`src/rtl/fullxor_sched_pkg.sv`:
```
// Shared types and elaboration-time helpers for the full-XOR scheduler.
// Holds the FSM state encoding and the randomness-count formula for xu.
package fullxor_sched_pkg;

    typedef enum logic [2:0] {
        S_IDLE,
        S_FETCH,
        S_ISSUE,
        S_WAIT,
        S_RESP
    } state_t;

    // Random words the compression unit consumes for n shares.
    function automatic int rand_num(input int n);
        int log_k;
        log_k = $clog2(n + 1) - 1;
        return log_k * (2 ** (log_k - 1)) + n - (2 ** log_k);
    endfunction

    function automatic int id_w(input int n);
        return (n > 1) ? $clog2(n) : 1;
    endfunction

endpackage

```
`src/rtl/rr_arbiter.sv`:
```
// Combinational round-robin pick: first asserted request at or after ptr, wrapping.
// Zero latency; the caller decides when the grant is actually taken.
module rr_arbiter #(
    parameter int NREQ = 4,
    parameter int ID_W = 2
) (
    input  logic [NREQ-1:0] req,
    input  logic [ID_W-1:0] ptr,
    output logic [NREQ-1:0] grant,
    output logic [ID_W-1:0] idx,
    output logic            found
);

    always_comb begin
        grant = '0;
        idx   = '0;
        found = 1'b0;
        // Outer loop walks distance from ptr, so the nearest requester wins.
        for (int i = 0; i < NREQ; i++) begin
            for (int b = 0; b < NREQ; b++) begin
                if (!found && req[b] && (b == ((int'(ptr) + i) % NREQ))) begin
                    found    = 1'b1;
                    grant[b] = 1'b1;
                    idx      = ID_W'(b);
                end
            end
        end
    end

endmodule

```
`src/rtl/fullxor_sched.sv`:
```
// Shares one full-XOR compression unit among NREQ requesters, round robin, one op at a time.
// RANDNUM+4 cycles per op unstalled; stalls on missing randomness and holds the response until rsp_ready.
module fullxor_sched
    import fullxor_sched_pkg::*;
#(
    parameter int K_WIDTH   = 32,
    parameter int N_SHARES  = 5,
    parameter int MASKWIDTH = K_WIDTH * N_SHARES,
    parameter int RANDNUM   = rand_num(N_SHARES),
    parameter int NREQ      = 4,
    parameter int ID_W      = id_w(NREQ)
) (
    input  logic                      clk,
    input  logic                      rst,
    input  logic [NREQ-1:0]           req_valid,
    output logic [NREQ-1:0]           req_ready,
    input  logic [NREQ*MASKWIDTH-1:0] req_x,
    input  logic                      rnd_valid,
    output logic                      rnd_ready,
    input  logic [K_WIDTH-1:0]        rnd_word,
    output logic                      xu_dvld,
    output logic                      xu_ena,
    output logic [K_WIDTH*RANDNUM-1:0] xu_rnd,
    output logic [MASKWIDTH-1:0]      xu_x,
    input  logic [K_WIDTH-1:0]        xu_z,
    input  logic                      xu_ovld,
    output logic                      rsp_valid,
    input  logic                      rsp_ready,
    output logic [K_WIDTH-1:0]        rsp_z,
    output logic [ID_W-1:0]           rsp_id,
    output logic                      busy
);

    localparam int CNT_W = (RANDNUM > 1) ? $clog2(RANDNUM) : 1;

    state_t                            state;
    state_t                            state_nxt;
    logic [ID_W-1:0]                   ptr;
    logic [ID_W-1:0]                   id;
    logic [CNT_W-1:0]                  cnt;
    logic [MASKWIDTH-1:0]              share_buf;
    logic [RANDNUM-1:0][K_WIDTH-1:0]   rnd_buf;
    logic [K_WIDTH-1:0]                z_q;
    logic [NREQ-1:0][MASKWIDTH-1:0]    req_arr;
    logic [NREQ-1:0]                   gnt;
    logic [ID_W-1:0]                   gnt_idx;
    logic                              gnt_found;
    logic                              last_rnd;

    assign req_arr  = req_x;
    assign last_rnd = (cnt == CNT_W'(RANDNUM - 1));
    assign rsp_z    = z_q;
    assign busy     = (state != S_IDLE);

    rr_arbiter #(
        .NREQ (NREQ),
        .ID_W (ID_W)
    ) u_arb (
        .req   (req_valid),
        .ptr   (ptr),
        .grant (gnt),
        .idx   (gnt_idx),
        .found (gnt_found)
    );

    always_comb begin
        state_nxt = state;
        req_ready = '0;
        rnd_ready = 1'b0;
        xu_dvld   = 1'b0;
        xu_ena    = 1'b0;
        xu_x      = '0;
        xu_rnd    = '0;
        rsp_valid = 1'b0;
        rsp_id    = '0;
        case (state)
            S_IDLE: begin
                if (gnt_found && !rst) begin
                    req_ready = gnt;
                    state_nxt = S_FETCH;
                end
            end
            S_FETCH: begin
                rnd_ready = 1'b1;
                if (rnd_valid && last_rnd) state_nxt = S_ISSUE;
            end
            S_ISSUE: begin
                xu_dvld   = 1'b1;
                xu_ena    = 1'b1;
                xu_x      = share_buf;
                xu_rnd    = rnd_buf;
                state_nxt = S_WAIT;
            end
            S_WAIT: begin
                xu_ena = 1'b1;
                if (xu_ovld) state_nxt = S_RESP;
            end
            S_RESP: begin
                rsp_valid = 1'b1;
                rsp_id    = id;
                if (rsp_ready) state_nxt = S_IDLE;
            end
            default: state_nxt = S_IDLE;
        endcase
    end

    always_ff @(posedge clk or posedge rst) begin
        if (rst) begin
            state     <= S_IDLE;
            ptr       <= '0;
            id        <= '0;
            cnt       <= '0;
            share_buf <= '0;
            rnd_buf   <= '0;
            z_q       <= '0;
        end else begin
            state <= state_nxt;
            case (state)
                S_IDLE: begin
                    if (gnt_found) begin
                        share_buf <= req_arr[gnt_idx];
                        id        <= gnt_idx;
                        cnt       <= '0;
                    end
                end
                S_FETCH: begin
                    if (rnd_valid) begin
                        rnd_buf[cnt] <= rnd_word;
                        cnt          <= cnt + 1'b1;
                    end
                end
                // Masked shares and randomness must not outlive the issue cycle.
                S_ISSUE: begin
                    share_buf <= '0;
                    rnd_buf   <= '0;
                end
                S_WAIT: begin
                    if (xu_ovld) z_q <= xu_z;
                end
                S_RESP: begin
                    if (rsp_ready) begin
                        ptr <= (id == ID_W'(NREQ - 1)) ? '0 : id + 1'b1;
                        z_q <= '0;
                    end
                end
                default: ;
            endcase
        end
    end

endmodule

```
`config.mk`:
```
export PLATFORM = sky130hd
export DESIGN_NAME = fullxor_sched
export DESIGN_NICKNAME = d
export VERILOG_FILES = /design/src/rtl/fullxor_sched_pkg.sv /design/src/rtl/rr_arbiter.sv /design/src/rtl/fullxor_sched.sv
export SDC_FILE = /design/constraint.sdc
export NUM_CORES = 1
export LEC_CHECK = 0
export CAP_MARGIN = 20
export CORE_AREA = 2 2 418 420
export DETAILED_ROUTE_END_ITERATION = 6
export DIE_AREA = 0 0 420 422
export PLACE_DENSITY = 0.3
export SYNTH_ARGS = -nofsm -noshare
export SYNTH_HDL_FRONTEND = slang
export SYNTH_SLANG_ARGS = --single-unit
```
`constraint.sdc`:
```
create_clock -name clk -period 26.9 [get_ports clk]
set_input_delay 4.035 -clock clk [delete_from_list [all_inputs] [get_ports clk]]
set_output_delay 4.035 -clock clk [all_outputs]
set_load 0.1 [all_outputs]
```
-- Word-level counts from Yosys, hierarchy flattened
Cells that the tools add are included.
- add/sub/neg operators: 5
- magnitude comparators: 3
- equality and inequality tests: 24
- muxes and demuxes: 76
- bitwise operators: 3
- reduce and logical (&&, ||, !) cells: 71
- operators by type and width (kind ; count):
    160-bit 2-to-1 mux ; 5
    160-bit case mux with 2 select lines ; 2
    160-bit binary-select mux with 2-bit select ; 1
    160-bit bitwise mux ; 1
    32-bit logical NOT ; 4
    32-bit demux with 3-bit select ; 1
    32-bit 2-to-1 mux ; 3
    32-bit case mux with 2 select lines ; 1
    1-bit 2-to-1 mux ; 36
    1-bit logical AND ; 34
    2-bit 2-to-1 mux ; 16
    3-bit equality test, first input constant ; 6
    3-bit 2-to-1 mux ; 6
    1-bit logical NOT ; 16
    3-bit case mux with 5 select lines ; 1
    2-bit inequality test, second input constant ; 6
    2-bit by 3-bit equality test with 1-bit output, first input constant ; 3
    4-bit 2-to-1 mux ; 2
    2-bit AND reduction ; 4
    2-bit nonzero test ; 4
    2-bit OR reduction ; 4
    3-bit by 2-bit equality test with 1-bit output, second input constant ; 2
    3-bit equality test, second input constant ; 2
    3-bit case mux with 2 select lines ; 1
    15 further kinds ; 21
- flip-flop bits (word level): 362
- output and inout bits: 363
- logic and storage cells: 193

-- Logic depth before layout (Yosys ltp)
Gate-level depths: netlist of run 1.
- word-level depth: 67
- gate-level depth with buffers: 10
- mapped depth without buffers: 7

-- Modules after synthesis
A second synthesis of run 1 with hierarchy kept.
- cell total of the unflattened synthesis: 2141
- area, all modules: 21224.1 sq um
- modules (own cells, without submodules) (module ; instances ; cells an instance ; area each (sq um) ; sequential area each (sq um)):
    fullxor_sched ; 1 ; 2107 ; 21021.4 ; 9058.7
    rr_arbiter ; 1 ; 34 ; 202.7 ; 0.0

-- Worst setup path after synthesis of run 1
OpenSTA, ideal clock, no wires.
- path kind: input-to-output
- from: input port req_valid[3]
- to: output port req_ready[1]
- arrival time: 6.906 ns
- setup slack: 15.959 ns
- stages on the path: 6
- path buffers: 3
- cell sequence: buf_2 > nor4_2 > or2_4 > buf_6 > buf_6 > nor3_1
- cells in the longest elaborated chain, start to end: 54
- elaborated cells between the ends (all ways): 57
- RTL lines (what ; line ; RTL):
    start, declared ; fullxor_sched.sv:15 ; input logic [NREQ-1:0] req_valid,
    1-bit logical AND (2 in a row) ; rr_arbiter.sv:21 ; if (!found && req[b] && (b == ((int'(ptr) + i) % NREQ))) begin
    1-bit 2-to-1 mux ; rr_arbiter.sv:21 ;
    1-bit logical NOT ; rr_arbiter.sv:21 ;
    1-bit logical AND (2 in a row) ; rr_arbiter.sv:21 ;
    1-bit 2-to-1 mux ; rr_arbiter.sv:21 ;
    1-bit logical NOT ; rr_arbiter.sv:21 ;
    1-bit logical AND (2 in a row) ; rr_arbiter.sv:21 ;
    1-bit 2-to-1 mux ; rr_arbiter.sv:21 ;
    [... 33 more ...] ; - ;
    1-bit logical AND (2 in a row) ; rr_arbiter.sv:21 ;
    1-bit 2-to-1 mux ; rr_arbiter.sv:21 ;
    1-bit logical NOT ; rr_arbiter.sv:21 ;
    1-bit logical AND (2 in a row) ; rr_arbiter.sv:21 ;
    1-bit 2-to-1 mux ; rr_arbiter.sv:21 ;
    1-bit logical AND ; fullxor_sched.sv:78 ; if (gnt_found && !rst) begin
    4-bit 2-to-1 mux * ; fullxor_sched.sv:78 ;
    4-bit 2-to-1 mux * ; fullxor_sched.sv:76 ; case (state)
    end, declared ; fullxor_sched.sv:16 ; output logic [NREQ-1:0] req_ready,
Mark *: on every way between the ends. The rest lies on a longest branch, timed or not.

-- Worst setup path in the final report of run 1
- from: input port req_valid[3]
- to: output port req_ready[3]
The elaborated chain is that of the path after synthesis.

==> results of run 1 <==
## layout make-up
type | count | share of cell area, %
multi-input cells | 1944 | 33.1
diodes | 15 | 0.0998
clock buffers | 81 | 4.40
repair buffers | 1132 | 29.9
flip-flops and latches | 362 | 24.1
clock inverters | 19 | 0.605
well taps | 2325 | 7.73
inverters | 6 | 0.0798
## kinds of logic (layout without fill, tap and decap cells)
logic type	after synthesis	count (layout)	share of synthesized area, %
other	0	15	0
AND/OR/NAND/NOR	1112	1112	24.3
AO/OA/AOI/OAI	666	666	22.3
flip-flops	362	362	39.6
adder cells (fa/ha/maj)	3	3	0.164
multiplexers	162	162	7.11
XOR/XNOR	1	1	0.0383
buffers and inverters	303	1238	6.38
## registers in the layout, summed over array words and instances (netlist names)
signal	cells
rsp_z	32
id	2
rnd_buf	160
ptr	2
cnt	3
share_buf	160
state	3
## metal layers
metal | vias up | share of wire [%]
met5 | - | 0.13
met4 | 34 | 1.6
met3 | 197 | 5.7
met2 | 757 | 53
met1 | 12500 | 40
li1 | 11200 | -
## cells in the mapped netlist, types with 3 or more instances
library cell / number / area share, %
sky130_fd_sc_hd__clkbuf_1: 154 / 2.5
sky130_fd_sc_hd__a211o_1: 160 / 6.1
sky130_fd_sc_hd__mux2i_1: 160 / 7.0
sky130_fd_sc_hd__nor4_2: 5 / 0.27
sky130_fd_sc_hd__nand4_1: 161 / 4.4
sky130_fd_sc_hd__o211ai_2: 62 / 3.4
sky130_fd_sc_hd__buf_1: 20 / 0.33
sky130_fd_sc_hd__o21ai_0: 6 / 0.13
sky130_fd_sc_hd__buf_2: 85 / 1.9
sky130_fd_sc_hd__nand3_1: 39 / 0.85
sky130_fd_sc_hd__dfrtp_1: 362 / 40
sky130_fd_sc_hd__and2_1: 324 / 8.9
sky130_fd_sc_hd__buf_4: 15 / 0.49
sky130_fd_sc_hd__a21oi_1: 166 / 3.6
sky130_fd_sc_hd__nor2_1: 8 / 0.13
sky130_fd_sc_hd__nor3_1: 3 / 0.066
sky130_fd_sc_hd__o31ai_1: 162 / 5.3
sky130_fd_sc_hd__inv_1: 6 / 0.099
sky130_fd_sc_hd__ha_1: 3 / 0.16
sky130_fd_sc_hd__nand2_1: 555 / 9.1
sky130_fd_sc_hd__buf_6: 20 / 0.99
sky130_fd_sc_hd__o211ai_1: 98 / 3.2
## power by group
part           internal, W  switching (W)  leakage (nW)  total [W]
combinational     0.000488        0.00108          8.94    0.00157
sequential        0.000779       0.000167          4.62   0.000947
clock             0.000446       0.000327         0.921   0.000773
## final timing paths
check	startpoint	end	slack [ns]	depth (start not counted)
worst max-delay path	req_valid[3]	req_ready[3]	15.71	5
worst min-delay path	rsp_z[19]$_DFFE_PP0P_	rsp_z[19]$_DFFE_PP0P_	0.47	2
worst max register to register	ptr[1]$_DFFE_PP0P_	share_buf[158]$_DFFE_PP0P_	22.33	9
worst min register to register	rsp_z[19]$_DFFE_PP0P_	rsp_z[19]$_DFFE_PP0P_	0.47	2
max in group asynchronous	rst	share_buf[51]$_DFFE_PP0P_	20.32	4
min in group asynchronous	rst	share_buf[155]$_DFFE_PP0P_	4.20	2
## through the flow
step	area [um^2]	power, W	util, %	hold WS, ns	instances
4_1_cts	37500	0.00336	21.7	0.473	5867
6_report	37600	0.00329	21.8	0.467	5884
3_5_place_dp	35600	0.00255	20.6	0.458	5767
5_1_grt	37600	0.00349	21.8	0.489	5878
3_3_place_gp	35600	0.00254	20.6	0.450	5764
2_1_floorplan	22900	0.00195	-	0.448	2609
## worst register-to-register path: stages (launching register included)
cell and delay [ns]:
sky130_fd_sc_hd__dfrtp_1 0.64, sky130_fd_sc_hd__nand2b_1 0.26, sky130_fd_sc_hd__a21oi_4 0.18, sky130_fd_sc_hd__buf_16 0.22
sky130_fd_sc_hd__nor3_2 0.20, sky130_fd_sc_hd__buf_4 0.61, sky130_fd_sc_hd__buf_12 0.44, sky130_fd_sc_hd__buf_4 1.06
sky130_fd_sc_hd__mux2i_1 0.68, sky130_fd_sc_hd__o211ai_1 0.15
==> run summary, run 1 <==
Along the worst path, the maximum fanout reaches 28. The count of input and output buffers is 1075. The library cell used most frequently in the layout, excluding fill and tap cells, is sky130_fd_sc_hd__clkdlybuf4s50_1. Data on the critical path arrives at its endpoint at 7.16 ns. In this design, the stage delay of the slowest critical-path cell is 1.24 ns. For this design, the slowest cell found on the critical path is sky130_fd_sc_hd__clkdlybuf4s50_1. For this run, the top clock speed supported by timing is 0.0893 GHz. The worst-case headroom to the max-slew limit is 22.0%. The area overhead of the layout relative to synthesis came out at 64.6%. The number of enable-type register cells in the synthesized netlist is 0. Once the floorplan was initialized, standard cells occupied 13.2% of the core. After synthesis, the mean cell area works out to 8.76 um^2. The number of library cell types mapped by synthesis came out at 49. The shortest clock period the worst path allows after layout is 11.19 ns. Wires add up to 173000 um. The overall die height came out at 422 um. The number of max-cap violations is 0. For this run, design rule violations remaining after detail routing come to 0. In this run the clock root is driven by a sky130_fd_sc_hd__clkbuf_16. After filler insertion, the fill cell instance count of the layout stands at 19300. The via count of the first global-routing pass is 25200. The number of instances in the synthesized netlist is 2609. Traced cell by cell, the critical path runs through clkdlybuf4s50_1 -> nor4_2 -> or2_4 -> nor3_1 -> clkdlybuf4s50_1.

The routed length per instance came out at 29.3 um. The required time of the critical path came out at 22.86 ns. The sum of net half-perimeters after detailed placement came out at 126000 um.

Summing the sequential cell areas from Yosys gives 39.6% of the chip area. The critical path's most frequent cell is sky130_fd_sc_hd__clkdlybuf4s50_1. The post-synthesis register bit count came out at 362.

Of the cells placed in the final design, the portion with a size suffix greater than 1 is 7.36%. The primary flip-flop cell chosen by synthesis mapping is sky130_fd_sc_hd__dfrtp_1. The area taken by flip-flops and latches came out at 9060 um^2. The cell row count is 153. The number of failing hold endpoints at the final stage came out at 0. The library cells used most frequently in the layout, excluding fill and tap cells, are sky130_fd_sc_hd__clkdlybuf4s50_1, sky130_fd_sc_hd__nand2_1, sky130_fd_sc_hd__dfrtp_1, sky130_fd_sc_hd__and2_1, sky130_fd_sc_hd__a21oi_1.

The final setup violation count came out at 0. The net count of the finished layout came out at 4219. The total nets after synthesis came out at 3325. The setup TNS came out at 0 ns. The clock network latency to the later pin of the worst-skew pair is 0.69 ns. The worst setup path is launched from an input pin. Clock skew on the completed layout was measured at 0.0504 ns.

The category of the critical setup timing path is in -> out. After global routing, the most crowded layer is met2. The post-CTS setup repair buffer count is 0. The worst hold path belongs to the class reg -> reg. The number of buffers created by CTS came out at 57. The worst path meets setup with 15.71 ns of slack.

The endpoint kind of the worst setup timing path is an output port. The power per cell area is 87.4 nW/um^2. The met3 track demand over resource in global routing is 4.11%. The number of H-tree branching levels is 2. The first global-routing pass estimated 231000 um of wire.

The share of synthesized flip-flops with an asynchronous set or reset came out at 100%. The initial DRC count is 1497. The flow ran to the end, and the final reports show no timing, DRC or antenna violations.

The residual overflow from global routing came out at 0. Across the VDD grid, the largest voltage drop is 0.0000559 V. In the final layout, the multi-input gates occupy 12400 um^2. The number of vias per cell came out at 4.19.

The total core area is 173000 um^2. Clock-pin slew was measured on the worst setup and hold paths at 0.06 ns. The pin count of the biggest net entering global routing came out at 183. Setup repair after global routing left no endpoint under its margin. The number of buffers and inverters on the critical path came out at 2. The leakage power of the design came out at 14.5 nW. The number of antenna violations at the first check in global routing came out at 62.

The met2 capacity usage during global routing is 34.4%. The sink count of the clock tree is 362. The total of hold buffers inserted after clock tree synthesis came out at 0. In the finished design, the share of the clock period the worst path needs comes to 41.6%.

Once the clock tree was built, the resizer swapped 0 gates to a different size. TritonCTS built the clock tree. The pre-antenna-repair detailed-routing pass consisted of 5 iterations. The number of max-slew violations in the final report is 0. The clock passes through at most 3 buffers. The kind of cell adding the most delay to the critical path is buffers and inverters. The minimum setup slack after placement came out at 15.66 ns. The post-synthesis instance area came out at 22900 um^2.

The global placer's final weighted congestion is 0.822. At the pin with the least slew margin, the transition time is 1.17 ns. The die covers 177000 um^2. The number of vias after detailed routing came out at 24600.

The die is 420 um wide. The I/O pin count came out at 1076. For this run, global-route usage on met1 was measured as 22.1%. The number of warning messages in the yosys log is 0.

The number of nets with antenna violations after detailed routing is 0. The overall track demand over capacity in global routing is 18.7%.
(Power assumes the default switching activity.)
==> run 2, diff against run 1 <==
--- a/config.mk
+++ b/config.mk
@@ -6,9 +6,9 @@
 export NUM_CORES = 1
 export LEC_CHECK = 0
 export CAP_MARGIN = 20
-export CORE_AREA = 2 2 418 420
+export CORE_AREA = 2 2 425 427
 export DETAILED_ROUTE_END_ITERATION = 6
-export DIE_AREA = 0 0 420 422
+export DIE_AREA = 0 0 427 429
 export PLACE_DENSITY = 0.3
 export SYNTH_ARGS = -nofsm -noshare
 export SYNTH_HDL_FRONTEND = slang
==> constraint.sdc (replaced) <==
create_clock -name clk -period 11.6 [get_ports clk]
set_input_delay 1.74 -clock clk [delete_from_list [all_inputs] [get_ports clk]]
set_output_delay 1.74 -clock clk [all_outputs]
set_load 0.1 [all_outputs]
==> run summary, run 2 (synthesized netlist as in run 1, its figures left out) <==
The I/O pin count came out at 1076 (unchanged). The setup TNS came out at 0 ns (unchanged). The required time of the critical path is 9.86 ns (-13.00 ns). The number of remaining DRC errors came out at 0 (unchanged).

The clock network latency to the later pin of the worst-skew pair came out at 0.70 ns (about the same). The run finished with clean final reports. The maximum clock skew at final layout came out at 0.0665 ns (+0.0161 ns). The area overhead of the layout relative to synthesis came out at 65.3%. The number of antenna violations at the first check in global routing is 65 (+4.8%). The total core area came to 178000 um^2 (+3.0%). The number of nets with antenna violations after detailed routing is 0 (unchanged). The number of failing hold endpoints at the final stage came out at 0 (unchanged). Dividing the final minimum period by the clock period gives 54.8%.

The critical path is of the in -> out type. The cell row count was 155 (+1.3%). The overall track demand over capacity in global routing came out at 17.9% (-0.82 points). The library cell used most frequently in the layout, excluding fill and tap cells, is sky130_fd_sc_hd__clkdlybuf4s50_1. The data arrival time of the critical path came out at 4.61 ns (-2.55 ns).

The met1 global-route usage was 21.9% (-0.22 points). The worst-case headroom to the max-slew limit came out at 20.1% (-1.9 points). The number of max-slew violations in the final report is 0 (unchanged). The wire length of the first global-routing pass is 230000 um (-0.51%).

The number of detailed-routing iterations run before antenna repair came out at 5 (unchanged). The class of the tightest hold or removal check is reg -> reg. The post-route cell area is 37800 um^2 (+0.47%). The sink count of the clock tree is 362 (unchanged).

The final setup violation count is 0 (unchanged). The width of the chip is 427 um (+1.7%). The clock root buffer master is sky130_fd_sc_hd__clkbuf_16. The number of gates resized after cts came out at 0 (unchanged). The largest driver fanout on the critical path was 19 (-32%). The starting density of the core was 12.8% (-0.38 points). The worst vdd rail ir drop came out at 0.000221 V (+290%). The number of vias per cell is 4.17 (-0.46%). The fraction of final layout cells with drive strength greater than 1 came to 7.62% (+0.25 points). The power per cell area came to 204 nW/um^2 (+130%). The number of H-tree branching levels is 2 (unchanged).

The highest clock frequency the design can meet came out at 0.157 GHz. The global placer's final weighted congestion came to 0.817 (-0.56%). The total placed cells including tap cells is 5797 (+0.52%). The overall die height came to 429 um (+1.7%). The post-detailed-routing wire length is 170000 um (-1.4%).

The post-CTS setup repair buffer count was 0 (unchanged). Setup repair after global routing left no endpoint under its margin. The maximum root-to-sink buffer count came to 3 (unchanged). The total of hold buffers inserted after clock tree synthesis is 0 (unchanged). The count of input and output buffers is 1075 (unchanged).

The residual overflow from global routing came out at 0 (unchanged). The leakage power of the design is 14.6 nW (+0.58%). The clock transition time at the flip-flop clock pins of the worst setup and hold paths came out at 0.06 ns (about the same). The routed length per instance came to 28.7 um (-2.0%). The met3 track demand over resource in global routing was 3.58% (-0.53 points). The area of the die came to 183000 um^2 (+3.4%).

The layer flagged by global routing as most heavily used is met2. The smallest clock period supported by the final layout is computed as 6.35 ns. The clock tree from TritonCTS is yes. The number of buffers created by CTS was 56 (-1.8%). The sum of net half-perimeters after detailed placement came to 125000 um (-0.98%). The transition time of the tightest slew-check pin is 1.20 ns (+0.0320 ns). The initial DRC count came out at 1779 (+19%). The sort of element at the start of the critical path is an input pin.

The number of max-cap violations came out at 0 (unchanged). The pin count of the biggest net entering global routing is 192 (+4.9%). The standard cell area after detailed placement came to 35700 um^2 (+0.23%).

The met2 capacity usage during global routing is 31.5% (-2.9 points). The count of placed standard cells in the final layout, fillers left out came out at 5918 (+0.58%). The number of vias after detailed routing came out at 24700 (+0.12%). In the layout the commonest cells are sky130_fd_sc_hd__clkdlybuf4s50_1, sky130_fd_sc_hd__nand2_1, sky130_fd_sc_hd__dfrtp_1, sky130_fd_sc_hd__and2_1, sky130_fd_sc_hd__a21oi_1. The net count of the finished layout came to 4216 (-0.071%). The via count of the first global-routing pass is 25000 (-0.62%).

STA classifies the critical path endpoint as an output port.
[run 2: where the power goes]
part	switching [W]	internal, W	total [W]
sequential	0.000375	0.00181	0.00218
clock	0.000757	0.00114	0.00190
combinational	0.00249	0.00113	0.00363
[run 2: path summary, 6_finish.rpt]
kind                                       start                   endpoint  slack [ns]  cells after the start
setup / recovery                    req_valid[3]               req_ready[1]        5.25                      5
hold / removal             rsp_z[24]$_DFFE_PP0P_      rsp_z[24]$_DFFE_PP0P_        0.46                      2
setup reg to reg              ptr[1]$_DFFE_PP0P_  share_buf[25]$_DFFE_PP0P_        7.17                      8
hold reg to reg            rsp_z[24]$_DFFE_PP0P_      rsp_z[24]$_DFFE_PP0P_        0.46                      2
max in group asynchronous                    rst  share_buf[11]$_DFFE_PP0P_        8.00                      4
min in group asynchronous                    rst     rnd_buf[5]$_DFFE_PP0P_        2.05                      3
[run 2: final cells by class]
cell class | count | area [um^2]
Sequential cell | 362 | 9060
Inverter | 6 | 26.3
Fill cell | 19800 | 140000
Tap cell | 2355 | 2950
Clock buffer | 91 | 1750
Clock inverter | 12 | 267
Multi-Input combinational cell | 1944 | 12400
Antenna cell | 18 | 45.0
Timing Repair Buffer | 1130 | 11200
[run 2: routing by layer]
metal	vias up	share of wire (%)
met5	-	0.17
met1	12500	41
li1	11200	-
met2	735	51
met3	218	5.0
met4	44	2.5
[run 2: worst max-delay path: stages]
cell and delay, ns:
sky130_fd_sc_hd__clkdlybuf4s50_1 0.84, sky130_fd_sc_hd__nor4_2 0.14, sky130_fd_sc_hd__or2_4 0.38, sky130_fd_sc_hd__nor3_1 0.24
sky130_fd_sc_hd__clkdlybuf4s50_1 1.24
[run 2: through the flow]
stage	setup WS [ns]	power [W]	util, %	hold WS [ns]
floorplan	5.01	0.00452	-	0.448
global placement	5.20	0.00588	20.0	0.451
detailed placement	5.22	0.00589	20.1	0.455
CTS	5.17	0.00786	21.2	0.468
global route	4.97	0.00817	21.2	0.481
finish	5.25	0.00771	21.2	0.461
==> run 3, diff against run 2 <==
--- a/config.mk
+++ b/config.mk
@@ -6,9 +6,9 @@
 export NUM_CORES = 1
 export LEC_CHECK = 0
 export CAP_MARGIN = 20
-export CORE_AREA = 2 2 425 427
+export CORE_AREA = 2 2 421 423
 export DETAILED_ROUTE_END_ITERATION = 6
-export DIE_AREA = 0 0 427 429
+export DIE_AREA = 0 0 423 425
 export PLACE_DENSITY = 0.3
 export SYNTH_ARGS = -nofsm -noshare
 export SYNTH_HDL_FRONTEND = slang
==> constraint.sdc (replaced) <==
create_clock -name clk -period 5.5 [get_ports clk]
set_input_delay 0.825 -clock clk [delete_from_list [all_inputs] [get_ports clk]]
set_output_delay 0.825 -clock clk [all_outputs]
set_load 0.1 [all_outputs]
==> run summary, run 3 (synthesized netlist as in run 1, its figures left out) <==
The run finished with clean final reports. The number of remaining DRC errors came out at 0 (unchanged). The overall power after layout came out at 0.0162 W (+110%).

The number of H-tree branching levels came out at 2 (unchanged). The final setup violation count came out at 0 (unchanged). The number of max-cap violations is 0 (unchanged). The transition time of the tightest slew-check pin is 1.13 ns (-0.0694 ns). The maximum root-to-sink buffer count came out at 3 (unchanged). The worst path needs 4.54 ns of the cycle, external delays included.

The sink count of the clock tree is 362 (unchanged). The pin count of the biggest net entering global routing came out at 161 (-16%). The initial DRC count came out at 1524 (-14%). STA classifies the critical path endpoint as an output port.

The residual overflow from global routing is 0 (unchanged). The endpoint identified for the worst register-to-register timing path is share_buf[35]$_DFFE_PP0P_. The sum of net half-perimeters after detailed placement is 127000 um (+1.9%).

The clock transition time at the flip-flop clock pins of the worst setup and hold paths is 0.06 ns (about the same). The number of cells on the worst hold path is 2 (unchanged). The clock root buffer master is sky130_fd_sc_hd__clkbuf_16. The data arrival time of the critical path came out at 3.72 ns (-0.89 ns). The area overhead of the layout relative to synthesis came out at 64.5%. TritonCTS built the clock tree. The routed length per instance came out at 28.8 um (+0.38%). The number of gates resized after cts was 0 (unchanged). The setup TNS is 0 ns (unchanged). The slack of the worst reg-to-reg path came out at 2.34 ns (-4.83 ns). The fraction of final layout cells with drive strength greater than 1 is 11.8% (+4.2 points). In the layout the commonest cells are sky130_fd_sc_hd__clkdlybuf4s50_1, sky130_fd_sc_hd__nand2_1, sky130_fd_sc_hd__dfrtp_1, sky130_fd_sc_hd__and2_1, sky130_fd_sc_hd__buf_4. The width of the chip came out at 423 um (-0.94%). The number of nets with antenna violations after detailed routing was 0 (unchanged).

The total core area came to 175000 um^2 (-1.5%). The wire length of the first global-routing pass is 230000 um (+0.11%). The post-CTS setup repair buffer count is 0 (unchanged). The number of buffers created by CTS is 55 (-1.8%).

Setup repair after global routing left no endpoint under its margin. The class of the tightest hold or removal check is reg -> reg. The overall die height is 425 um (-0.93%). The total of hold buffers inserted after clock tree synthesis came to 0 (unchanged).

The clock network latency to the later pin of the worst-skew pair is 0.68 ns (-0.02 ns). The worst setup path is launched from a flip-flop. The I/O pin count is 1076 (unchanged).

The worst vdd rail ir drop came out at 0.000276 V (+25%). The startpoint of the tightest hold check path is rsp_z[17]$_DFFE_PP0P_. The maximum clock skew at final layout came to 0.0532 ns (-0.0134 ns).

The cell row count came out at 154 (-0.65%). The via count of the first global-routing pass is 25400 (+1.4%). The largest driver fanout on the critical path came out at 86 (+67). The endpoint with the worst hold slack is rsp_z[17]$_DFFE_PP0P_. The launching point of the worst reg2reg path is ptr[1]$_DFFE_PP0P_. The leakage power of the design came out at 14.9 nW (+2.4%). The fraction of the cycle the final worst path needs came out at 82.6%.

The number of failing hold endpoints at the final stage is 0 (unchanged). The worst-case headroom to the max-slew limit is 24.5% (+4.4 points). The global placer's final weighted congestion is 0.840 (+2.7%). The required time of the critical path came out at 4.68 ns (-5.18 ns).

The share of the core filled with cells in the final layout came out at 21.4% (+0.21 points). The starting density of the core is 13.0% (+0.20 points). The most common cell after layout, fill and taps aside is sky130_fd_sc_hd__clkdlybuf4s50_1. The net count of the finished layout was 4243 (+0.64%).

The number of detailed-routing iterations run before antenna repair is 5 (unchanged). The category of the critical setup timing path is reg -> out. Timing would allow up to 0.220 GHz. The count of input and output buffers came out at 1075 (unchanged).

The number of vias after detailed routing is 24600 (-0.15%). The number of max-slew violations in the final report came to 0 (unchanged). The power per cell area came to 430 nW/um^2 (+110%). The logic depth of the worst register-to-register path is 7 (-1). The post-detailed-routing wire length came out at 171000 um (+0.49%).

The number of antenna violations at the first check in global routing came out at 54 (-17%). The area of the die came out at 180000 um^2 (-1.9%). The overall track demand over capacity in global routing is 18.1% (+0.28 points). The worst hold margin was 0.466 ns (+0.00472 ns). The number of vias per cell is 4.16 (-0.27%).
## run 3: power by group
part	internal [W]	switching (W)
Sequential	0.00381	0.000886
Combinational	0.00247	0.00527
Clock	0.00214	0.00159
Total	0.00843	0.00774
## run 3: critical path: stages, from the launching register on
cell,delay (ns)
sky130_fd_sc_hd__dfrtp_1,0.46
sky130_fd_sc_hd__nor2b_1,0.25
sky130_fd_sc_hd__nor2b_4,0.44
sky130_fd_sc_hd__buf_12,0.33
sky130_fd_sc_hd__and2_1,0.19
sky130_fd_sc_hd__clkdlybuf4s50_1,1.21
## run 3: final cells by class
| type | instances | area, um^2 |
|---|---|---|
| timing repair buffer | 1158 | 11300 |
| clock inverter | 17 | 219 |
| inverter | 6 | 26.3 |
| sequential | 362 | 9060 |
| tap | 2340 | 2930 |
| clock buffer | 83 | 1630 |
| fill | 19500 | 138000 |
| multi-input combinational | 1944 | 12400 |
| antenna | 15 | 37.5 |
## run 3: how the worst max path moves through the flow
stage | startpoint | endpoint | slack (ns) | cells after the start
finish | state[1]$_DFFE_PP0P_ | xu_x[15] | 0.96 | 5
global route | state[1]$_DFFE_PP0P_ | xu_rnd[10] | 0.75 | 6
CTS | state[1]$_DFFE_PP0P_ | xu_rnd[12] | 0.88 | 6
detailed placement | req_valid[3] | req_ready[3] | 1.45 | 5
global placement | req_valid[3] | req_ready[3] | 1.43 | 5
floorplan | rst | cnt[0]$_DFFE_PP0P_ | -0.18 | 1
## run 3: layer usage
metal / routed length, um / GRT usage [%] / vias to the layer above
met5: 230 / 0 / -
met4: 3510 / 3.65 / 36
met3: 8090 / 3.68 / 203
met2: 89800 / 33.3 / 747
met1: 69300 / 21.7 / 12400
li1: - / - / 11200
## run 3: through the flow
step	cells	area, um^2	setup WS, ns
2_1_floorplan	2609	22900	-0.179
3_3_place_gp	5809	35700	1.43
3_5_place_dp	5810	35700	1.45
4_1_cts	5910	37600	0.879
5_1_grt	5918	37600	0.745
6_report	5925	37600	0.958
